--- src/rtl/comparison_pkg.sv ---
// Shared definitions for the registered comparator.
// Holds the predicate select encoding used by the decoder and its clients.
package comparison_pkg;

    localparam int SEL_WIDTH = 4;

    typedef enum logic [SEL_WIDTH-1:0] {
        EQUAL                          = 4'd0,
        NOT_EQUAL                      = 4'd1,
        LESS_THAN                      = 4'd2,
        LESS_THAN_UNSIGNED             = 4'd3,
        GREATER_THAN                   = 4'd4,
        GREATER_THAN_UNSIGNED          = 4'd5,
        LESS_THAN_OR_EQUAL             = 4'd6,
        LESS_THAN_OR_EQUAL_UNSIGNED    = 4'd7,
        GREATER_THAN_OR_EQUAL          = 4'd8,
        GREATER_THAN_OR_EQUAL_UNSIGNED = 4'd9
    } comparison_sel_t;

endpackage

--- src/rtl/comparison_core.sv ---
// Combinational compare primitives: equality, signed and unsigned less-than.
// Ports: a, b operands in; eq, lt_s, lt_u single-bit results out.
module comparison_core #(
    parameter int dataWidth = 32
) (
    input  logic [dataWidth-1:0] a,
    input  logic [dataWidth-1:0] b,
    output logic                 eq,
    output logic                 lt_s,
    output logic                 lt_u
);

    always_comb begin
        eq   = (a == b);
        lt_u = (a < b);
        lt_s = ($signed(a) < $signed(b));
    end

endmodule

--- src/rtl/comparison_unit.sv ---
// Registered comparator: decodes the predicate select over the core primitives.
// Ports: clk, reset (sync, active-low), inputA, inputB, comparisonSelect in; dataOut out.
module comparison_unit
    import comparison_pkg::*;
#(
    parameter int dataWidth   = 32,
    parameter int selectWidth = 4
) (
    input  logic                   clk,
    input  logic                   reset,
    input  logic [dataWidth-1:0]   inputA,
    input  logic [dataWidth-1:0]   inputB,
    input  logic [selectWidth-1:0] comparisonSelect,
    output logic [dataWidth-1:0]   dataOut
);

    logic eq;
    logic lt_s;
    logic lt_u;
    logic pred;

    comparison_core #(
        .dataWidth(dataWidth)
    ) u_core (
        .a    (inputA),
        .b    (inputB),
        .eq   (eq),
        .lt_s (lt_s),
        .lt_u (lt_u)
    );

    // Every predicate derives from eq and one of the two less-than flavours.
    always_comb begin
        pred = 1'b0;
        case (comparisonSelect)
            selectWidth'(EQUAL):                          pred = eq;
            selectWidth'(NOT_EQUAL):                      pred = !eq;
            selectWidth'(LESS_THAN):                      pred = lt_s;
            selectWidth'(LESS_THAN_UNSIGNED):             pred = lt_u;
            selectWidth'(GREATER_THAN):                   pred = !(lt_s | eq);
            selectWidth'(GREATER_THAN_UNSIGNED):          pred = !(lt_u | eq);
            selectWidth'(LESS_THAN_OR_EQUAL):             pred = lt_s | eq;
            selectWidth'(LESS_THAN_OR_EQUAL_UNSIGNED):    pred = lt_u | eq;
            selectWidth'(GREATER_THAN_OR_EQUAL):          pred = !lt_s;
            selectWidth'(GREATER_THAN_OR_EQUAL_UNSIGNED): pred = !lt_u;
            default:                                      pred = 1'b0;
        endcase
    end

    always_ff @(posedge clk) begin
        if (!reset) begin
            dataOut <= '0;
        end else begin
            dataOut <= {{(dataWidth-1){1'b0}}, pred};
        end
    end

endmodule

--- config.mk ---
export PLATFORM = sky130hd
export DESIGN_NAME = comparison_unit
export DESIGN_NICKNAME = d
export VERILOG_FILES = /design/src/rtl/comparison_pkg.sv /design/src/rtl/comparison_core.sv /design/src/rtl/comparison_unit.sv
export SDC_FILE = /design/constraint.sdc
export NUM_CORES = 1
export LEC_CHECK = 0
export CAP_MARGIN = 15
export CORE_ASPECT_RATIO = 1.25
export CORE_MARGIN = 8
export CORE_UTILIZATION = 32
export CTS_BUF_LIST = sky130_fd_sc_hd__clkbuf_4
export DETAILED_ROUTE_END_ITERATION = 16
export MAX_ROUTING_LAYER = met4
export PLACE_DENSITY = 0.82
export SETUP_SLACK_MARGIN = 0.05
export SYNTH_ARGS = -nofsm -noshare
export SYNTH_HDL_FRONTEND = slang
export SYNTH_HIERARCHICAL = 1
export SYNTH_SLANG_ARGS = --single-unit
--- constraint.sdc ---
create_clock -name clk -period 2.8 [get_ports clk]
set_clock_uncertainty 0.15 [all_clocks]
set_input_delay 0.42 -clock clk [delete_from_list [all_inputs] [get_ports clk]]
set_output_delay 0.42 -clock clk [all_outputs]
set_load 0.05 [all_outputs]
After elaboration in Yosys (flattened, before gate mapping). Index checks and enable logic that the tools add are counted.

Order comparisons: 2. Equality and inequality tests: 10. Muxes and demuxes: 1. Bitwise operators: 2. Reduce and logical (&&, ||, !) cells: 6.

Operator list (count): $lt A32 B32 Y1 (2); $eq A32 B32 Y1 (1); $eq A4 B3 Y1 const B (4); $pmux W1 S10 (1); $eq A4 B2 Y1 const B (2); $eq A4 B4 Y1 const B (2); $logic_not A1 Y1 (5); $eq A4 B1 Y1 const B (1); $logic_not A4 Y1 (1); $or A1 B1 Y1 (2).

Register bits: 32. Input port bits: 70. Output and inout bits: 32. Word-level logic and storage cells: 23.

Longest topological paths before layout. Gate-level depths: netlist of run 1.

Depth after elaboration: 4. Gate-level depth with buffers: 11. Gate-level depth less buffers: 11.

Cells and area by module. The synthesis of run 1 kept the hierarchy.

By module, submodules not included: comparison_core (instances 1, cells an instance 115, area an instance 822.0 um^2, seq. area each 0.0 um^2); comparison_unit (instances 1, cells an instance 46, area an instance 325.3 um^2, seq. area each 20.0 um^2).

Worst setup path before layout of run 1. No wires, ideal clock.

Path kind: input -> register. Start point: input port inputB[25]. End point: register dataOut[0]. Library setup time: 0.078 ns. Arrival time: 2.299 ns. Data required time: 2.572 ns. Slack: 0.273 ns. Cell stages on the path: 11. Path buffers: 0. Cells stage by stage: inv_1 ha_1 a21o_1 a221o_1 a221o_1 and2_4 nor4_2 mux2i_1 nand3_1 nand3_1 nor3_1.

Word-level cells in the longest chain between the ends: 4. Elaborated cells between the ends (all ways): 11. Those cells by class: order compare (2); eq/ne (1); mux (1); bitwise (2); reduce/logical (5).

Ends and longest elaborated chain: start, declared (RTL line comparison_unit.sv:12) `input logic [dataWidth-1:0] inputB,`; $lt A32 B32 Y1 * (RTL line comparison_core.sv:16) `lt_s = ($signed(a) < $signed(b));`; net lt_s (RTL line comparison_unit.sv:18) `logic lt_s;`; $or A1 B1 Y1 (RTL line comparison_unit.sv:40, comparison_unit.sv:42); $logic_not A1 Y1 (RTL line comparison_unit.sv:40) `selectWidth'(GREATER_THAN): pred = !(lt_s | eq);`; $pmux W1 S10 * (RTL line comparison_unit.sv:35) `case (comparisonSelect)`; end signal, assigned (RTL line comparison_unit.sv:54) `dataOut <= {{(dataWidth-1){1'b0}}, pred};`; end, declared (RTL line comparison_unit.sv:14) `output logic [dataWidth-1:0] dataOut`.

Mark *: on every way through the listed nets, which the timed path passes. The rest lies on a longest branch. A chain may end at the register's enable or synchronous reset.

Worst setup path in the final report of run 1. Same ends and word-level chain as after synthesis.

==> results.md, run 1 <==
* Netlist cell types at 25
* Post-DP HPWL at 3020 µm
* Sequential share of the synthesized area at 0.0174
* Unrepaired setup endpoints after global routing: yes
* CP max FO at 2
* Crit path DAT at 2.51 ns
* Power per cell area at 183 nW/µm²
* Layout cells sized above 1 at 0.293
* I/O pin count at 102
* Largest register by flop count: dataOut
* Area grow syn2layout at 79.6%
* Yosys top cell area share at 0.349
* Synth area leader: ha_1
* Initial antenna violation count at 0
* Total gr overflow at 0
* Final period util at 0.980
* Vias in the first global route at 1477
* Routed WL at 3630 µm
* Area contributors post-synth: ha_1 (35%), buf_4 (20%), inv_1 (11%)
* Setup violators final at 0
* Drt drc at 0
* Routed WL per cell at 12.9 µm
* Largest net degree at the start of global routing at 6
* Initial Util at 0.332
* Worst min-delay path class: in -> reg
* First-pass GRT wire length at 6020 µm
* Total number of vias at 1283
* Initial drt markers at 14
* Nets@finish at 346
* Critical path type: in -> reg
* Synth cell count leaders: inv_1 (34), ha_1 (32), buf_4 (31)
* Most common cell in the netlist: inv_1
* Crit. End Element: flip-flop
* Fin Hold WS at 0.846 ns
* Die width at 69.6 µm
* FP Rows at 24
* Max-slew headroom at 0.664
* Asr flop ratio synth at 0
* Placer Congestion at 0.686
* Critical path launch point type: input port
* Core Util, Final at 0.597
* Number of max-cap violations at 0
* Run status: finished, final reports clean
* Synth Flop Type: dfxtp_1
* Leak at 1.08 nW
* Core Region at 3450 µm²
* Post-synth EDFFs at 0
* FMAX at 0.364 GHz
* Biggest regs: dataOut: 1 flops
* Die Span Y at 82.9 µm
* Avg Vias per Cell at 4.57
* N_diodes at 0
* Number of fill cells at 328
* Endpoints failing hold at 0
* Max FFs per register at 1
* Yosys warning total at 6
* Max IR drop VDD at 0.000130 V
* Synthesized flop and latch total at 1
* Hold buffers post-CTS at 0
* Drt pass-1 iters at 4
* Mapped Cells at 161
* Overall Global Routing Usage at 0.120
* Max Slew Vio Count at 0
* Post-route ant nets at 0
* Post-Syn Area at 1150 µm²
* Critical Path RT at 2.57 ns
* DIE AREA at 5770 µm²
* Syn_area_per_cell at 7.13 µm²
* Worst slew pin tran at 0.503 ns
* Worst-path clk slew at 0 ns
* Port Buf Inserts at 70
* Crit path time final at 2.74 ns
[placed cells by master, fill, tap and decap left out, drive strengths merged, types with 9 or more instances in the layout]
master,synthesis,layout
inv,34,34
ha,32,32
conb,1,31
clkdlybuf4s50,0,28
clkbuf,0,14
buf,31,14
a21oi,12,12
clkdlybuf4s15,0,10
dlygate4sd2,0,9
nand2,9,9
[logic make-up after synthesis]
family,Yosys count,synth area share
other cells,1,0.00327
flops,1,0.0174
mux,1,0.00872
buf+inv,65,0.314
fa+ha+maj,32,0.349
simple gates,37,0.174
compound gates,24,0.133
[per-layer routing]
layer | share of wire | vias up | track usage
li1 | - | 646 | -
met1 | 0.40 | 570 | 0.123
met2 | 0.53 | 65 | 0.237
met3 | 0.065 | 2 | 0.0190
met4 | 0.0063 | 0 | 0.00748
met5 | 0 | - | -
[worst max-delay path, stage by stage]
cell     delay (ns)
buf_6          0.10
inv_4          0.05
ha_4           0.19
a21o_1         0.17
a221o_1        0.31
a221o_1        0.39
and2_4         0.18
nor4_4         0.23
mux2i_1        0.13
nand3_1        0.11
nand3_1        0.07
nor3_1         0.15
[where the power goes]
| part | internal [mW] | switching (mW) | total, mW |
|---|---|---|---|
| clock | 0 | 0 | 0 |
| sequential | 0.0160 | 0.000327 | 0.0164 |
| combinational | 0.160 | 0.201 | 0.361 |
| total | 0.176 | 0.201 | 0.377 |
[per-stage QoR]
| stage | setup TNS [ns] | area [µm²] | setup WS (ns) | power [mW] | cells |
|---|---|---|---|---|---|
| after global routing | -0.0739 | 2060 | -0.0739 | 0.410 | 281 |
| after global placement | -0.283 | 1840 | -0.283 | 0.333 | 277 |
| after detailed placement | -0.334 | 1840 | -0.334 | 0.340 | 277 |
| after CTS | 0 | 2060 | 0.0500 | 0.370 | 280 |
| final | 0 | 2060 | 0.0553 | 0.377 | 281 |
| after floorplan | 0 | 1260 | 0.273 | 0.238 | 191 |
[path summary, 6_finish.rpt]
kind / start / endpoint / slack (ns) / depth (start not counted)
min: reset / dataOut[0] / 0.85 / 3
max: inputB[25] / dataOut[0] / 0.06 / 12
[final cells by class]
class | instances | area, µm² | share of cell area
Timing Repair Buffer | 82 | 729 | 0.354
Tap cell | 39 | 48.8 | 0.0237
Sequential cell | 1 | 20.0 | 0.00971
Multi-Input combinational cell | 125 | 1130 | 0.549
Inverter | 34 | 130 | 0.0631
[timing repair]
item,in CTS,in global routing
cloned,0,0
hold endpoints to repair,0,0
resized for setup,78,57
setup buffers,3,1
setup endpoints to repair,1,1
pin swaps,39,37
No activity file was read; power rests on OpenSTA's default activity.
==> inputs of run 2 (changes only) <==
--- a/config.mk
+++ b/config.mk
@@ -5,7 +5,6 @@
 export SDC_FILE = /design/constraint.sdc
 export NUM_CORES = 1
 export LEC_CHECK = 0
-export CAP_MARGIN = 15
 export CORE_ASPECT_RATIO = 1.25
 export CORE_MARGIN = 8
 export CORE_UTILIZATION = 32
@@ -13,6 +12,7 @@
 export DETAILED_ROUTE_END_ITERATION = 16
 export MAX_ROUTING_LAYER = met4
 export PLACE_DENSITY = 0.82
+export RECOVER_POWER = 50
 export SETUP_SLACK_MARGIN = 0.05
 export SYNTH_ARGS = -nofsm -noshare
 export SYNTH_HDL_FRONTEND = slang
==> run 2 against run 1 <==
Effect of this change:
- hold slack is the same
- die area is the same
- setup slack about the same
- via count did not move
- sequential cell count unchanged
- first-iteration DRC count unchanged
- combinational power hardly changed
- power shrank 0.16%
- wire length did not move
- maximum frequency about the same
- cell area unchanged
==> results.md, run 2 (synthesized netlist as in run 1, its figures left out) <==
* Run status: finished, final reports clean
* Number of max-cap violations at 0 (unchanged)
* Area grow syn2layout at 79.6% (unchanged)
* Post-Layout Cell Count at 281 (unchanged)
* Largest register by flop count: dataOut
* Hold Path Origin: reset
* Max FFs per register at 1 (unchanged)
* Register area at 20.0 µm² (unchanged)
* First-pass GRT wire length at 6020 µm (unchanged)
* Placer Congestion at 0.686 (unchanged)
* Worst-path clk slew at 0 ns (unchanged)
* Post-route ant nets at 0 (unchanged)
* Max-slew headroom at 0.659 (-0.00488)
* Setup violators final at 0 (unchanged)
* Total number of vias at 1283 (unchanged)
* Most frequent cells in the layout: conb_1 (31), clkdlybuf4s50_1 (27), inv_1 (21)
* Critical Path RT at 2.57 ns (about the same)
* FP Rows at 24 (unchanged)
* DIE AREA at 5770 µm² (unchanged)
* Critical path launch point type: input port
* Fin Hold WS at 0.846 ns (unchanged)
* Largest net degree at the start of global routing at 6 (unchanged)
* Port Buf Inserts at 70 (unchanged)
* Max Slew Vio Count at 0 (unchanged)
* Crit path time final at 2.74 ns (-0.0000926 ns)
* Power per cell area at 183 nW/µm² (-0.16%)
* Drt pass-1 iters at 4 (unchanged)
* Total gr overflow at 0 (unchanged)
* Drt drc at 0 (unchanged)
* N_diodes at 0 (unchanged)
* Nets@finish at 346 (unchanged)
* Post-DP HPWL at 3020 µm (unchanged)
* CP max FO at 2 (unchanged)
* Crit path DAT at 2.51 ns (about the same)
* Worst slew pin tran at 0.510 ns (+0.00722 ns)
* Initial drt markers at 14 (unchanged)
* Avg Vias per Cell at 4.57 (unchanged)
* Crit. End Element: flip-flop
* Most common cell after layout, fill and taps aside: conb_1
* Leak at 1.09 nW (+0.22%)
* Dpl cells at 277 (unchanged)
* Initial Util at 0.332 (unchanged)
* Vias in the first global route at 1477 (unchanged)
* Worst min-delay path class: in -> reg
* Number of fill cells at 328 (unchanged)
* Core Region at 3450 µm² (unchanged)
* Overall Global Routing Usage at 0.120 (unchanged)
* Final period util at 0.980 (about the same)
* Unrepaired setup endpoints after global routing: yes
* Endpoints failing hold at 0 (unchanged)
* Biggest regs: dataOut: 1 flops
* Max IR drop VDD at 0.000130 V (unchanged)
* Routed WL at 3630 µm (unchanged)
* Layout cells sized above 1 at 0.293 (unchanged)
* Critical path type: in -> reg
* Setup TNS at 0 ns (unchanged)
* Routed WL per cell at 12.9 µm (unchanged)
* Initial antenna violation count at 0 (unchanged)
* Multi-input gate area at 1130 µm² (unchanged)
* FMAX at 0.364 GHz (about the same)
* I/O pin count at 102 (unchanged)
* Die Span Y at 82.9 µm (unchanged)
* Die width at 69.6 µm (unchanged)
* CP startpoint: inputB[25]
-- run 2: cell count changes in the layout (fill, tap and decap cells not counted), sizes merged --
cell | previous run | this run
dlygate4sd3 | 0 | 1
clkdlybuf4s50 | 28 | 27
-- run 2: metrics by stage --
stage          power, mW  worst slack, ns  instance area, µm²   util
2_1_floorplan      0.238            0.273                1260      -
3_3_place_gp       0.333           -0.283                1840  0.532
3_5_place_dp       0.340           -0.334                1840  0.532
4_1_cts            0.370           0.0500                2060  0.597
5_1_grt            0.409          -0.0739                2060  0.597
6_report           0.377           0.0554                2060  0.597
-- run 2: per-layer routing --
metal	part of all wire	vias up	track usage
met2	0.53	65	0.237
met5	0	-	-
met3	0.065	2	0.0190
li1	-	646	-
met4	0.0063	0	0.00748
met1	0.40	570	0.123
-- run 2: critical path, cell delays in order --
cell and delay, ns:
buf_6 0.10, inv_4 0.05, ha_4 0.19, a21o_1 0.17
a221o_1 0.31, a221o_1 0.39, and2_4 0.18, nor4_4 0.23
mux2i_1 0.13, nand3_1 0.11, nand3_1 0.07, nor3_1 0.15
-- run 2: final timing paths --
check,end,slack [ns],depth (start not counted)
worst max-delay path,dataOut[0],0.06,12
worst min-delay path,dataOut[0],0.85,3
-- run 2: repair_timing --
item,4_1_cts,5_1_grt
setup buffers,3,1
resized for setup,78,57
gates cloned,0,0
hold buffers,0,0
pin swaps,39,37
setup endpoints to repair,1,1
-- run 2: where the power goes --
part / internal (mW) / leakage (nW) / switching, mW
registers: 0.0160 / 0.00827 / 0.000254
logic: 0.160 / 1.08 / 0.201
clock network: 0 / 0 / 0
-- run 2: final cells by class --
class                      count  area share
timing repair buffer          82       0.354
sequential                     1     0.00971
multi-input combinational    125       0.549
tap                           39      0.0237
inverter                      34      0.0631
==> inputs of run 3 (changes only) <==
--- a/config.mk
+++ b/config.mk
@@ -10,6 +10,7 @@
 export CORE_UTILIZATION = 32
 export CTS_BUF_LIST = sky130_fd_sc_hd__clkbuf_4
 export DETAILED_ROUTE_END_ITERATION = 16
+export GPL_TIMING_DRIVEN = 0
 export MAX_ROUTING_LAYER = met4
 export PLACE_DENSITY = 0.82
 export RECOVER_POWER = 50
==> run 3 against run 2 <==
Effect of this change:
- first-iteration DRC count is 29% higher
- maximum frequency shrank 0.21%
- die area is the same
- critical path depth is the same
- via count rose by 7.1%
- hold slack better by 0.036 ns
- sequential cell count is the same
- sequential share of layout area down 0.13 points
- wire length grew 11%
- cell area increased by 15%
- final cell count rose by 10%
- critical path type unchanged
==> results.md, run 3 (synthesized netlist as in run 1, its figures left out) <==
* Die Span Y at 82.9 µm (unchanged)
* Routed WL per cell at 13.1 µm (+1.2%)
* Dpl cell area at 2010 µm² (+9.4%)
* Crit. End Element: flip-flop
* N_diodes at 0 (unchanged)
* Max IR drop VDD at 0.000143 V (+9.3%)
* Post-DP HPWL at 3120 µm (+3.3%)
* Routed WL at 4040 µm (+11%)
* Initial drt markers at 18 (+4)
* Port Buf Inserts at 70 (unchanged)
* Worst-path clk slew at 0 ns (unchanged)
* Layout cells sized above 1 at 0.385 (+0.0918)
* Endpoints failing hold at 0 (unchanged)
* Nets@finish at 374 (+8.1%)
* Vias in the first global route at 1434 (-2.9%)
* Die width at 69.6 µm (unchanged)
* Hold buffers post-CTS at 0 (unchanged)
* Post-Layout Cell Count at 309 (+10%)
* Most frequent cells in the layout: buf_4 (40), conb_1 (31), dlygate4sd2_1 (25)
* Total gr overflow at 0 (unchanged)
* Initial Util at 0.332 (unchanged)
* DIE AREA at 5770 µm² (unchanged)
* Internal Power at 214 µW (+22%)
* Setup TNS at 0 ns (unchanged)
* Setup violators final at 0 (unchanged)
* Critical path launch point type: input port
* Worst min-delay path class: in -> reg
* Number of max-cap violations at 0 (unchanged)
* Total number of vias at 1374 (+7.1%)
* Crit path DAT at 2.52 ns (about the same)
* FP Rows at 24 (unchanged)
* First-pass GRT wire length at 6010 µm (-0.12%)
* Crit path time final at 2.75 ns (+0.00574 ns)
* Worst Hold End: dataOut[0]
* I/O pin count at 102 (unchanged)
* Run status: finished, final reports clean
* Drt pass-1 iters at 3 (-1)
* Biggest regs: dataOut: 1 flops
* Initial antenna violation count at 0 (unchanged)
* CP max FO at 2 (unchanged)
* Crit-path max cell delay at 0.38 ns (about the same)
* Overall Global Routing Usage at 0.120 (+0.000527)
* Placer Congestion at 0.730 (+6.5%)
* Sw Ratio at 0.503 (-0.0303)
* Unrepaired setup endpoints after global routing: yes
* Worst slew pin tran at 0.506 ns (-0.00435 ns)
* Final Cell Area at 2370 µm² (+15%)
* Hold Path Origin: reset
* Core Region at 3450 µm² (unchanged)
* Core Util, Final at 0.687 (+0.0899)
* FMAX at 0.364 GHz (-0.21%)
* Critical path type: in -> reg
* Clock power frac at 0 (unchanged)
* Max FFs per register at 1 (unchanged)
* Post-route ant nets at 0 (unchanged)
* Cells along the critical path: buf_6 > inv_4 > ha_4 > a21o_1 > a221o_1 > a221o_1 > and2_4 > nor4_4 > mux2i_1 > nand3_1 > nand3_1 > nor3_2
* Total power draw at 430 µW (+14%)
* Seq pwr share at 0.038 (-0.005)
* Max Slew Vio Count at 0 (unchanged)
* Leak at 1.28 nW (+18%)
* Drt drc at 0 (unchanged)
* Avg Vias per Cell at 4.45 (-2.6%)
* Critical Path RT at 2.57 ns (about the same)
* Psw at 216 µW (+7.7%)
* Most common cell after layout, fill and taps aside: buf_4
* Slowest CP cell: a221o_1
* Hold path cells at 3 (unchanged)
* Power per cell area at 181 nW/µm² (-0.75%)
* Max-slew headroom at 0.662 (+0.00291)
* Largest register by flop count: dataOut
* Power share of the combinational group at 0.962 (+0.005)
* Area grow syn2layout at 107%
* Dpl cells at 300 (+8.3%)
* CP top delay family: compound AO/OA/AOI/OAI gates
* Buf/Inv on CP at 2 (unchanged)
* Largest net degree at the start of global routing at 6 (unchanged)
* Final period util at 0.982 (+0.00205)
==> run 3: cell types whose count changed in the layout (fill, tap and decap cells not counted), sizes merged <==
cell,before,now
dlymetal6s2s,7,8
dlygate4sd2,9,25
clkbuf,14,5
clkdlybuf4s50,27,22
clkdlybuf4s15,10,6
buf,14,43
==> run 3: metrics by stage <==
stage	setup slack [ns]	hold WS, ns
floorplan	0.273	0.407
global placement	-0.346	0.839
detailed placement	-0.432	0.857
CTS	0.0529	0.881
global route	-0.0382	0.893
finish	0.0497	0.882
==> run 3: routing by layer <==
layer	part of all wire	up-vias	track usage
met1	0.40	606	0.132
met5	0	-	-
met3	0.057	2	0.0131
met4	0.0042	0	0.00187
met2	0.54	65	0.235
li1	-	701	-
==> run 3: worst max path at each step <==
stage,start,end,slack [ns],cells after the start
final,inputB[25],dataOut[0],0.05,12
after global routing,inputB[12],dataOut[0],-0.04,12
after CTS,inputA[26],dataOut[0],0.05,11
after detailed placement,inputB[25],dataOut[0],-0.43,12
after global placement,inputB[25],dataOut[0],-0.35,12
after floorplan,inputB[25],dataOut[0],0.27,11
==> run 3: area by class of cell <==
type                       instances  area, µm²
timing repair buffer              79        729
buffer                            31        233
fill                             298       1080
inverter                          34        130
multi-input combinational        125       1210
sequential                         1       20.0
tap                               39       48.8
==> run 3: repair_timing <==
action                     in CTS  in global routing
setup endpoints to repair       1                  1
buffers inserted                7                  2
resized for setup              87                 45
pin swaps                      39                 30
==> run 3: power by group through the flow <==
stage	Clock, mW	Sequential, mW	Combinational, mW
after floorplan	0	0.0217	0.216
final	0	0.0163	0.414
after global routing	0	0.0164	0.449
after detailed placement	0	0.0164	0.344
after CTS	0	0.0164	0.378
after global placement	0	0.0163	0.339
